$ cat src/rtl/ks_operand_gen.sv
// ks_operand_gen
//   Streams a reproducible set of operand pairs (op0, op1) into an adder under
//   test. Operands come from two seeded 32-bit Galois LFSRs (right shift, mask
//   32'h80200003); op0/op1 are the low WIDTH bits of LFSR0/LFSR1. A run of
//   num_vec pairs is launched by start and ends with a one-cycle done pulse.
//
//   Optional feature macro: CORNER_VEC_EN. When defined, every run begins
//   with four fixed corner pairs (0,0), (all1,all1), (all1,1),
//   (0xAAAA..,0x5555..) before the LFSR pairs; these count toward num_vec.
//
// Ports
//   clk          in   1        clock, rising edge
//   rst_n        in   1        asynchronous active-low reset
//   start        in   1        begin a run; sampled only in IDLE
//   num_vec      in   COUNT_W  pairs in the run; latched on accepted start
//   out_ready    in   1        consumer accepts the current pair
//   out_valid    out  1        op0/op1 hold a valid pair
//   op0          out  WIDTH    operand in0
//   op1          out  WIDTH    operand in1
//   vec_idx      out  COUNT_W  0-based index of the pair being presented
//   busy         out  1        high from accepted start until done
//   done         out  1        one-cycle pulse after the last transfer
//   dbg_state_o  out  2        current FSM state (IDLE=0, CORNER=1, RUN=2, DONE=3)
//
// Handshake: a transfer happens on a rising edge where out_valid & out_ready
// are both high. While out_valid is high and out_ready is low, op0, op1 and
// vec_idx are held bit-stable; out_valid never drops without a transfer.
// Pairs are presented back-to-back with no bubble while out_ready stays high.
module ks_operand_gen #(
  parameter int          WIDTH   = 32,
  parameter int          COUNT_W = 17,
  parameter logic [31:0] SEED0   = 32'h1,
  parameter logic [31:0] SEED1   = 32'hACE1
) (
  input  logic               clk,
  input  logic               rst_n,
  input  logic               start,
  input  logic [COUNT_W-1:0] num_vec,
  input  logic               out_ready,
  output logic               out_valid,
  output logic [WIDTH-1:0]   op0,
  output logic [WIDTH-1:0]   op1,
  output logic [COUNT_W-1:0] vec_idx,
  output logic               busy,
  output logic               done,
  output logic [1:0]         dbg_state_o
);

  typedef enum logic [1:0] {
    S_IDLE   = 2'd0,
    S_CORNER = 2'd1,
    S_RUN    = 2'd2,
    S_DONE   = 2'd3
  } state_t;

  // An all-zero seed would lock the LFSR at zero, so it is replaced by 1.
  localparam logic [31:0] SEED0_EFF = (SEED0 == 32'h0) ? 32'h1 : SEED0;
  localparam logic [31:0] SEED1_EFF = (SEED1 == 32'h0) ? 32'h1 : SEED1;
  localparam logic [31:0] LFSR_MASK = 32'h8020_0003;

  function automatic logic [31:0] lfsr_step(input logic [31:0] s);
    lfsr_step = s[0] ? ((s >> 1) ^ LFSR_MASK) : (s >> 1);
  endfunction

`ifdef CORNER_VEC_EN
  // Fixed corner pair k, returned as {op0, op1} truncated to WIDTH bits.
  function automatic logic [2*WIDTH-1:0] corner_pair(input logic [1:0] k);
    logic [31:0] a;
    logic [31:0] b;
    case (k)
      2'd0:    begin a = 32'h0000_0000; b = 32'h0000_0000; end
      2'd1:    begin a = 32'hFFFF_FFFF; b = 32'hFFFF_FFFF; end
      2'd2:    begin a = 32'hFFFF_FFFF; b = 32'h0000_0001; end
      default: begin a = 32'hAAAA_AAAA; b = 32'h5555_5555; end
    endcase
    corner_pair = {WIDTH'(a), WIDTH'(b)};
  endfunction
`endif

  state_t             state_q, state_d;
  logic               valid_q, valid_d;
  logic [WIDTH-1:0]   op0_q, op0_d;
  logic [WIDTH-1:0]   op1_q, op1_d;
  logic [COUNT_W-1:0] idx_q, idx_d;
  logic [COUNT_W-1:0] num_q, num_d;
  logic [31:0]        s0_q, s0_d;
  logic [31:0]        s1_q, s1_d;
  logic               busy_q, busy_d;

  logic               xfer;
  logic               last;
  logic [31:0]        s0_nx;
  logic [31:0]        s1_nx;

  assign xfer  = valid_q & out_ready;
  assign last  = (idx_q == (num_q - COUNT_W'(1)));
  assign s0_nx = lfsr_step(s0_q);
  assign s1_nx = lfsr_step(s1_q);

  always_ff @(posedge clk or negedge rst_n) begin
    if (!rst_n) begin
      state_q <= S_IDLE;
      valid_q <= 1'b0;
      op0_q   <= '0;
      op1_q   <= '0;
      idx_q   <= '0;
      num_q   <= '0;
      s0_q    <= SEED0_EFF;
      s1_q    <= SEED1_EFF;
      busy_q  <= 1'b0;
    end else begin
      state_q <= state_d;
      valid_q <= valid_d;
      op0_q   <= op0_d;
      op1_q   <= op1_d;
      idx_q   <= idx_d;
      num_q   <= num_d;
      s0_q    <= s0_d;
      s1_q    <= s1_d;
      busy_q  <= busy_d;
    end
  end

  // s0_q/s1_q always hold the LFSR value whose low bits are being presented
  // in RUN; they advance only on a transfer that moves to the next pair.
  always_comb begin
    state_d = state_q;
    valid_d = valid_q;
    op0_d   = op0_q;
    op1_d   = op1_q;
    idx_d   = idx_q;
    num_d   = num_q;
    s0_d    = s0_q;
    s1_d    = s1_q;
    busy_d  = busy_q;

    case (state_q)
      S_IDLE: begin
        if (start) begin
          if (num_vec != '0) begin
            num_d   = num_vec;
            s0_d    = SEED0_EFF;
            s1_d    = SEED1_EFF;
            idx_d   = '0;
            busy_d  = 1'b1;
            valid_d = 1'b1;
`ifdef CORNER_VEC_EN
            state_d        = S_CORNER;
            {op0_d, op1_d} = corner_pair(2'd0);
`else
            state_d = S_RUN;
            op0_d   = WIDTH'(SEED0_EFF);
            op1_d   = WIDTH'(SEED1_EFF);
`endif
          end else begin
            state_d = S_DONE;
          end
        end
      end

      S_CORNER: begin
`ifdef CORNER_VEC_EN
        if (xfer) begin
          if (last) begin
            valid_d = 1'b0;
            busy_d  = 1'b0;
            state_d = S_DONE;
          end else begin
            idx_d = idx_q + COUNT_W'(1);
            if (idx_q == COUNT_W'(3)) begin
              // LFSRs were not stepped during the corners: first pair = seeds.
              state_d = S_RUN;
              op0_d   = WIDTH'(s0_q);
              op1_d   = WIDTH'(s1_q);
            end else begin
              {op0_d, op1_d} = corner_pair(idx_q[1:0] + 2'd1);
            end
          end
        end
`else
        state_d = S_IDLE;
`endif
      end

      S_RUN: begin
        if (xfer) begin
          if (last) begin
            // vec_idx stays at num_vec-1; it never wraps.
            valid_d = 1'b0;
            busy_d  = 1'b0;
            state_d = S_DONE;
          end else begin
            idx_d = idx_q + COUNT_W'(1);
            s0_d  = s0_nx;
            s1_d  = s1_nx;
            op0_d = WIDTH'(s0_nx);
            op1_d = WIDTH'(s1_nx);
          end
        end
      end

      S_DONE: begin
        state_d = S_IDLE;
      end

      default: begin
        state_d = S_IDLE;
      end
    endcase
  end

  assign out_valid   = valid_q;
  assign op0         = op0_q;
  assign op1         = op1_q;
  assign vec_idx     = idx_q;
  assign busy        = busy_q;
  assign done        = (state_q == S_DONE);
  assign dbg_state_o = state_q;

endmodule

$ cat config.mk
export PLATFORM = sky130hd
export DESIGN_NAME = ks_operand_gen
export DESIGN_NICKNAME = d
export VERILOG_FILES = /design/src/rtl/ks_operand_gen.sv
export SDC_FILE = /design/constraint.sdc
export NUM_CORES = 1
export LEC_CHECK = 0
export CAP_MARGIN = 20
export CORE_MARGIN = 1
export CORE_UTILIZATION = 47
export CTS_CLUSTER_SIZE = 8
export DETAILED_ROUTE_END_ITERATION = 12
export PLACE_DENSITY = 0.85
export SYNTH_ARGS = -nofsm -noshare
export SYNTH_HDL_FRONTEND = slang
export SYNTH_SLANG_ARGS = --single-unit
$ cat constraint.sdc
create_clock -name clk -period 9.4 [get_ports clk]
set_input_delay 1.88 -clock clk [delete_from_list [all_inputs] [get_ports clk]]
set_output_delay 1.88 -clock clk [all_outputs]
set_load 0.02 [all_outputs]
==> impl_metrics.toml, run 1 <==
[logic_synthesis]
async_flop_share = 1.00
netlist_area_um2 = 5760
synth.avg_cell_area_um2 = 8.84
synth_simple_gate_area_frac = 0.226
synthTopCellsByArea = "dfrtp_1 44%, nand2_1 11%, buf_4 6.9%"
ys_seq_area_frac = 0.480
synth.top_cell.area_share = 0.439
syn_nets = 675
synthAdderAreaFrac = 0.00434
ys_types = 55
synthXorXnorAreaFrac = 0.0426
synth_top_family_by_area = "simple AND/OR/NAND/NOR gates"
ys_seq_elements = 110
yosysWarnings = 0
synth-main-ff-cell = "dfrtp_1"
synth_edf_count = 0
synth_mux_area_frac = 0.00174
synth_compound_area_frac = 0.136
postSynthCellCount = 652
yosys.area.top_type = "dfrtp_1"

[floorplan]
die_h_um = 113
num_rows = 40
die_w_um = 113
ios = 107
core_area_um2 = 12000
die_area_um2 = 12700
start_util = 0.482

[cells_and_area]
antenna_cells = 0
nNetsFinal = 710
area_growth_pct = 17.9
mostFrequentLayoutCells = "168 x nand2_1, 105 x clkdlybuf4s50_1, 101 x dfrtp_1, 48 x o21ai_1"
regArea_um2 = 2760
multi_input_area_um2 = 2380
layout.cells.non_filler = 839
fillers = 1034
design_area_um2 = 6790
utilization = 0.568
drive_gt1_frac = 0.0621
mostFrequentLayoutCell = "nand2_1"

[status]
outcome = "finished, final reports clean"

[worst_setup_path]
worstSetupStartpointType = "primary input"
cp_data_required_time_ns = 9.61
crit_type = "primary input to register"
crit_path_start = "num_vec[9]"
cp_max_fo = 85
endpoint_kind = "register"
r2r-start = "num_q[0]"
arrival_ns = 5.09

[sta]
hold_violations = 0
slew_headroom = 0.504
period_share = 0.519
fin_skew_ns = 0.00906
setup_violations = 0
min_period_ns = 4.88
setup_ws_ns = 4.52
tightest_slew_ns = 0.744
drv_slew = 0
holdWs_ns = 0.503
grt_setup_unrepaired = "no"
max_freq_mhz = 205
setup_tns_ns = 0

[place]
place_worst_setup_slack_ns = 4.20
place_area_um2 = 6460
globalplace.congestion = 0.922
port_buffers = 106
hpwl_um = 8940
dp.cells = 822

[clocking]
holdBufCountCts = 0
cts_tree = "built"
clk_latency_ns = 0.35
cts_setup_buffers = 0
cts.clk_slew.worst_paths_ns = 0.08
cts.sinks = 110
cts_resized = 0
cts_buffer_depth = 2
clockRootBuffer = "clkbuf_16"
cts-buffers-inserted = 9
htreeDepth = 3

[detailed_routing]
drt_iter0_drc = 279
drtPass1Iterations = 5
ant_nets = 0
routed_wl_um = 13000
vias_per_cell = 5.55
via_count = 4653
detail_route.wl_per_cell_um = 15.5
drc = 0

[worst_hold_path]
hp-start = "s1_q[10]"
min_path_type = "register to register"

[pwr]
p_sw_mw = 0.484
vdd_drop_max_mv = 0.111
p_leak_nw = 2.82
p_int_mw = 0.956
p_total_mw = 1.44
powerDensity_nw_per_um2 = 212
p_clk_frac = 0.279
p_comb_frac = 0.277
sw_frac_of_total = 0.336
p_seq_frac = 0.444

[global_routing]
antenna_found_initial = 0
grt_pass1_wl_um = 21500
grt_max_degree = 86
grt_overflow_total = 0
grt_pass1_vias = 4411
track_usage = 0.210

[job]
drv_cap = 0
power by group through the flow:
stage	sequential (mW)	clock (mW)	combinational [mW]
CTS	0.640	0.407	0.402
finish	0.640	0.401	0.399
floorplan	0.646	0	0.266
detailed placement	0.648	0	0.399
global placement	0.644	0	0.388
global route	0.653	0.422	0.435
cell type report:
type | count | share of cell area
flip-flops and latches | 110 | 0.407
multi-input cells | 444 | 0.351
repair buffers | 111 | 0.163
clock buffers | 9 | 0.0332
well taps | 147 | 0.0271
clock inverters | 7 | 0.0131
inverters | 11 | 0.00608
synthesized netlist by cell type (all sizes together), types with 3 or more instances:
library cell / count
nor2: 33
or3: 5
nor4: 11
inv: 11
clkbuf: 22
nand2: 168
nor4b: 3
buf: 65
xnor2: 16
dfstp: 9
o21ai: 62
a211oi: 3
a21oi: 31
nand3: 10
xor2: 12
o31ai: 16
or4: 13
dfrtp: 101
nand2b: 3
nand4: 7
nor3: 18
o211ai: 5
and3: 4
logic make-up after synthesis:
group                      Yosys count
buffers and inverters               98
AOI/OAI and AO/OA                  131
adders and majority gates            2
and+or+nand+nor                    282
xor gates and xnor gates            28
DFF                                110
muxes                                1
final timing paths:
| check | to | slack, ns | cells past startpoint |
|---|---|---|---|
| min in group asynchronous | op1[26] | 1.55 | 1 |
| max | vec_idx[16] | 4.52 | 10 |
| min reg2reg | op1[9] | 0.50 | 2 |
| min | op1[9] | 0.50 | 2 |
| max reg2reg | vec_idx[16] | 5.19 | 11 |
| max in group asynchronous | op1[12] | 6.64 | 2 |
worst max-delay path: stages:
cell and delay [ns]:
clkdlybuf4s50_1 0.42, nor4_1 0.37, nand4_1 0.20, o21ai_0 0.25, a21oi_1 0.20, o31ai_4 0.09
buf_4 0.58, buf_4 0.71, or4_1 0.22, a21oi_1 0.07
state kept, by name, summed over array words and instances, names as in the netlist:
signal / cells
s0_q: 2
busy: 1
s1_q: 8
dbg_state_o: 2
op1: 32
vec_idx: 17
num_q: 17
op0: 31
per-layer routing:
layer	routed length [um]	vias to the layer above	global-route usage
met1	5810	2233	0.277
li1	-	2252	-
met4	262	0	0.0818
met2	6170	141	0.348
met3	717	27	0.0370
met5	0	-	0
Power figures use the tool's default switching activity.
==> run 2, diff against run 1 <==
Settings changed: PLACE_DENSITY 0.85 to 0.88.
Clock period 9.4 ns to 4.2 ns, I/O delays scaled along.
==> run 2 against run 1 <==
Register-to-register slack worse by 4.6 ns. Largest power group unchanged. First-iteration DRC count is 54% higher. Highest routed layer unchanged. Final area is 0.20% higher. Sequential power is 120% higher. Utilization is 0.12 points higher. Cell count stayed put. Via count is 1.4% lower. Critical path depth is 1 higher. Combinational power is 120% higher. Hold slack worse by 0.0074 ns. Clock power is 120% higher. Critical path type is now register to register. Flip-flop and latch count stayed put.
==> impl_metrics.toml, run 2 (synthesis gave the netlist of run 1 again) <==
[status]
outcome = "finished, final reports clean"

[sta]
setup_violations = 0
tightest_slew_ns = 0.981
min_period_ns = 3.56
drv_slew = 0
max_freq_mhz = 281
fin_skew_ns = 0.0103
grt_setup_unrepaired = "no"
holdWs_ns = 0.496
hold_violations = 0
period_share = 0.849
setup_tns_ns = 0
slew_headroom = 0.346

[global_routing]
grtUsageMet3 = 0.0337
grt_util_met2 = 0.332
busiest_layer = "met2"
grt_pass1_vias = 4205
grt_pass1_wl_um = 21100
gr-usage-met1 = 0.288
antenna_found_initial = 0
grt_max_degree = 167
grt_overflow_total = 0
track_usage = 0.209

[clocking]
cts_tree = "built"
cts_resized = 0
holdBufCountCts = 0
cts-buffers-inserted = 9
clockRootBuffer = "clkbuf_16"
cts.clk_slew.worst_paths_ns = 0.08
cts_setup_buffers = 0
clk_latency_ns = 0.35
cts.sinks = 110
htreeDepth = 3
cts_buffer_depth = 2

[cells_and_area]
multi_input_area_um2 = 2380
regArea_um2 = 2760
antenna_cells = 0
mostFrequentLayoutCells = "168 x nand2_1, 105 x clkdlybuf4s50_1, 101 x dfrtp_1, 48 x o21ai_1"
largest_register_ffs = 32
nNetsFinal = 710
mostFrequentLayoutCell = "nand2_1"
fillers = 1014
area_growth_pct = 18.1
design_area_um2 = 6810
utilization = 0.569
drive_gt1_frac = 0.0621

[floorplan]
core_area_um2 = 12000
die_w_um = 113
die_h_um = 113
ios = 107
num_rows = 40
start_util = 0.482
die_area_um2 = 12700

[worst_setup_path]
r2r-end = "vec_idx[12]"
cp_slowest_cell = "or4_1"
slowest_delay_ns = 0.58
rr_worst_depth = 11
rrSetupSlack_ns = 0.64
crit_type = "register to register"
cp_data_required_time_ns = 4.48
endpoint_kind = "register"
worstSetupStartpointType = "register"
path_cells = "inv_1 > ha_1 > or3b_2 > nor4_1 > nor3_1 > a31o_2 > nand4_2 > o31ai_4 > buf_12 > or4_1 > a21oi_1"
arrival_ns = 3.84
cp_max_fo = 166
r2r-start = "num_q[0]"

[place]
hpwl_um = 8750
place_area_um2 = 6470
globalplace.congestion = 0.862
port_buffers = 106

[worst_hold_path]
min_delay_worst_endpoint = "op1[0]"
hold_depth = 2
min_path_type = "register to register"
hp-start = "op1[0]"

[detailed_routing]
vias_per_cell = 5.47
drt_iter0_drc = 430
detail_route.wl_per_cell_um = 15.5
ant_nets = 0
drc = 0
drtPass1Iterations = 5
via_count = 4590
routed_wl_um = 13000

[pwr]
p_int_mw = 2.15
p_comb_frac = 0.277
p_sw_mw = 1.07
p_seq_frac = 0.444
powerDensity_nw_per_um2 = 473
sw_frac_of_total = 0.332
p_clk_frac = 0.279
p_leak_nw = 2.83
vdd_drop_max_mv = 0.223

[job]
drv_cap = 0
==> run 2: layout make-up <==
class	count	share of cell area
inverter	11	0.00607
clock inverter	6	0.0112
sequential	110	0.406
timing repair buffer	111	0.165
multi-input combinational	444	0.350
tap	147	0.0270
clock buffer	10	0.0351
==> run 2: power groups by stage <==
stage / registers (mW) / clock network (mW) / logic [mW]
floorplan: 1.45 / 0 / 0.594
global placement: 1.44 / 0 / 0.873
detailed placement: 1.45 / 0 / 0.893
CTS: 1.43 / 0.915 / 0.899
global route: 1.46 / 0.958 / 0.970
finish: 1.43 / 0.898 / 0.893
==> run 2: routing by layer <==
metal / vias up / wire length, um
li1: 2241 / -
met1: 2184 / 5840
met2: 145 / 6230
met3: 20 / 658
met4: 0 / 242
met5: - / 0
==> run 2: how the worst max path moves through the flow <==
stage | from | endpoint | slack [ns] | cells after the start
5_1_grt | num_q[0] | vec_idx[8] | 0.48 | 11
3_3_place_gp | start | vec_idx[10] | 0.74 | 9
4_1_cts | num_q[0] | vec_idx[12] | 0.73 | 11
3_5_place_dp | start | vec_idx[10] | 0.68 | 9
2_1_floorplan | num_q[0] | vec_idx[14] | 1.22 | 12
6_report | num_q[0] | vec_idx[12] | 0.64 | 11
==> run 2: stage by stage <==
step | setup WS, ns | cells | power, mW
3_3_place_gp | 0.736 | 822 | 2.32
6_report | 0.636 | 839 | 3.22
5_1_grt | 0.480 | 839 | 3.38
3_5_place_dp | 0.684 | 822 | 2.34
2_1_floorplan | 1.22 | 652 | 2.04
4_1_cts | 0.733 | 838 | 3.24
==> run 2: critical path: cells and delay by family, from the launching register on <==
kind | cells | cell delay (ns)
compound gates | 3 | 0.50
flops | 1 | 0.46
fa+ha+maj | 1 | 0.26
simple gates | 5 | 1.79
buf+inv | 2 | 0.39
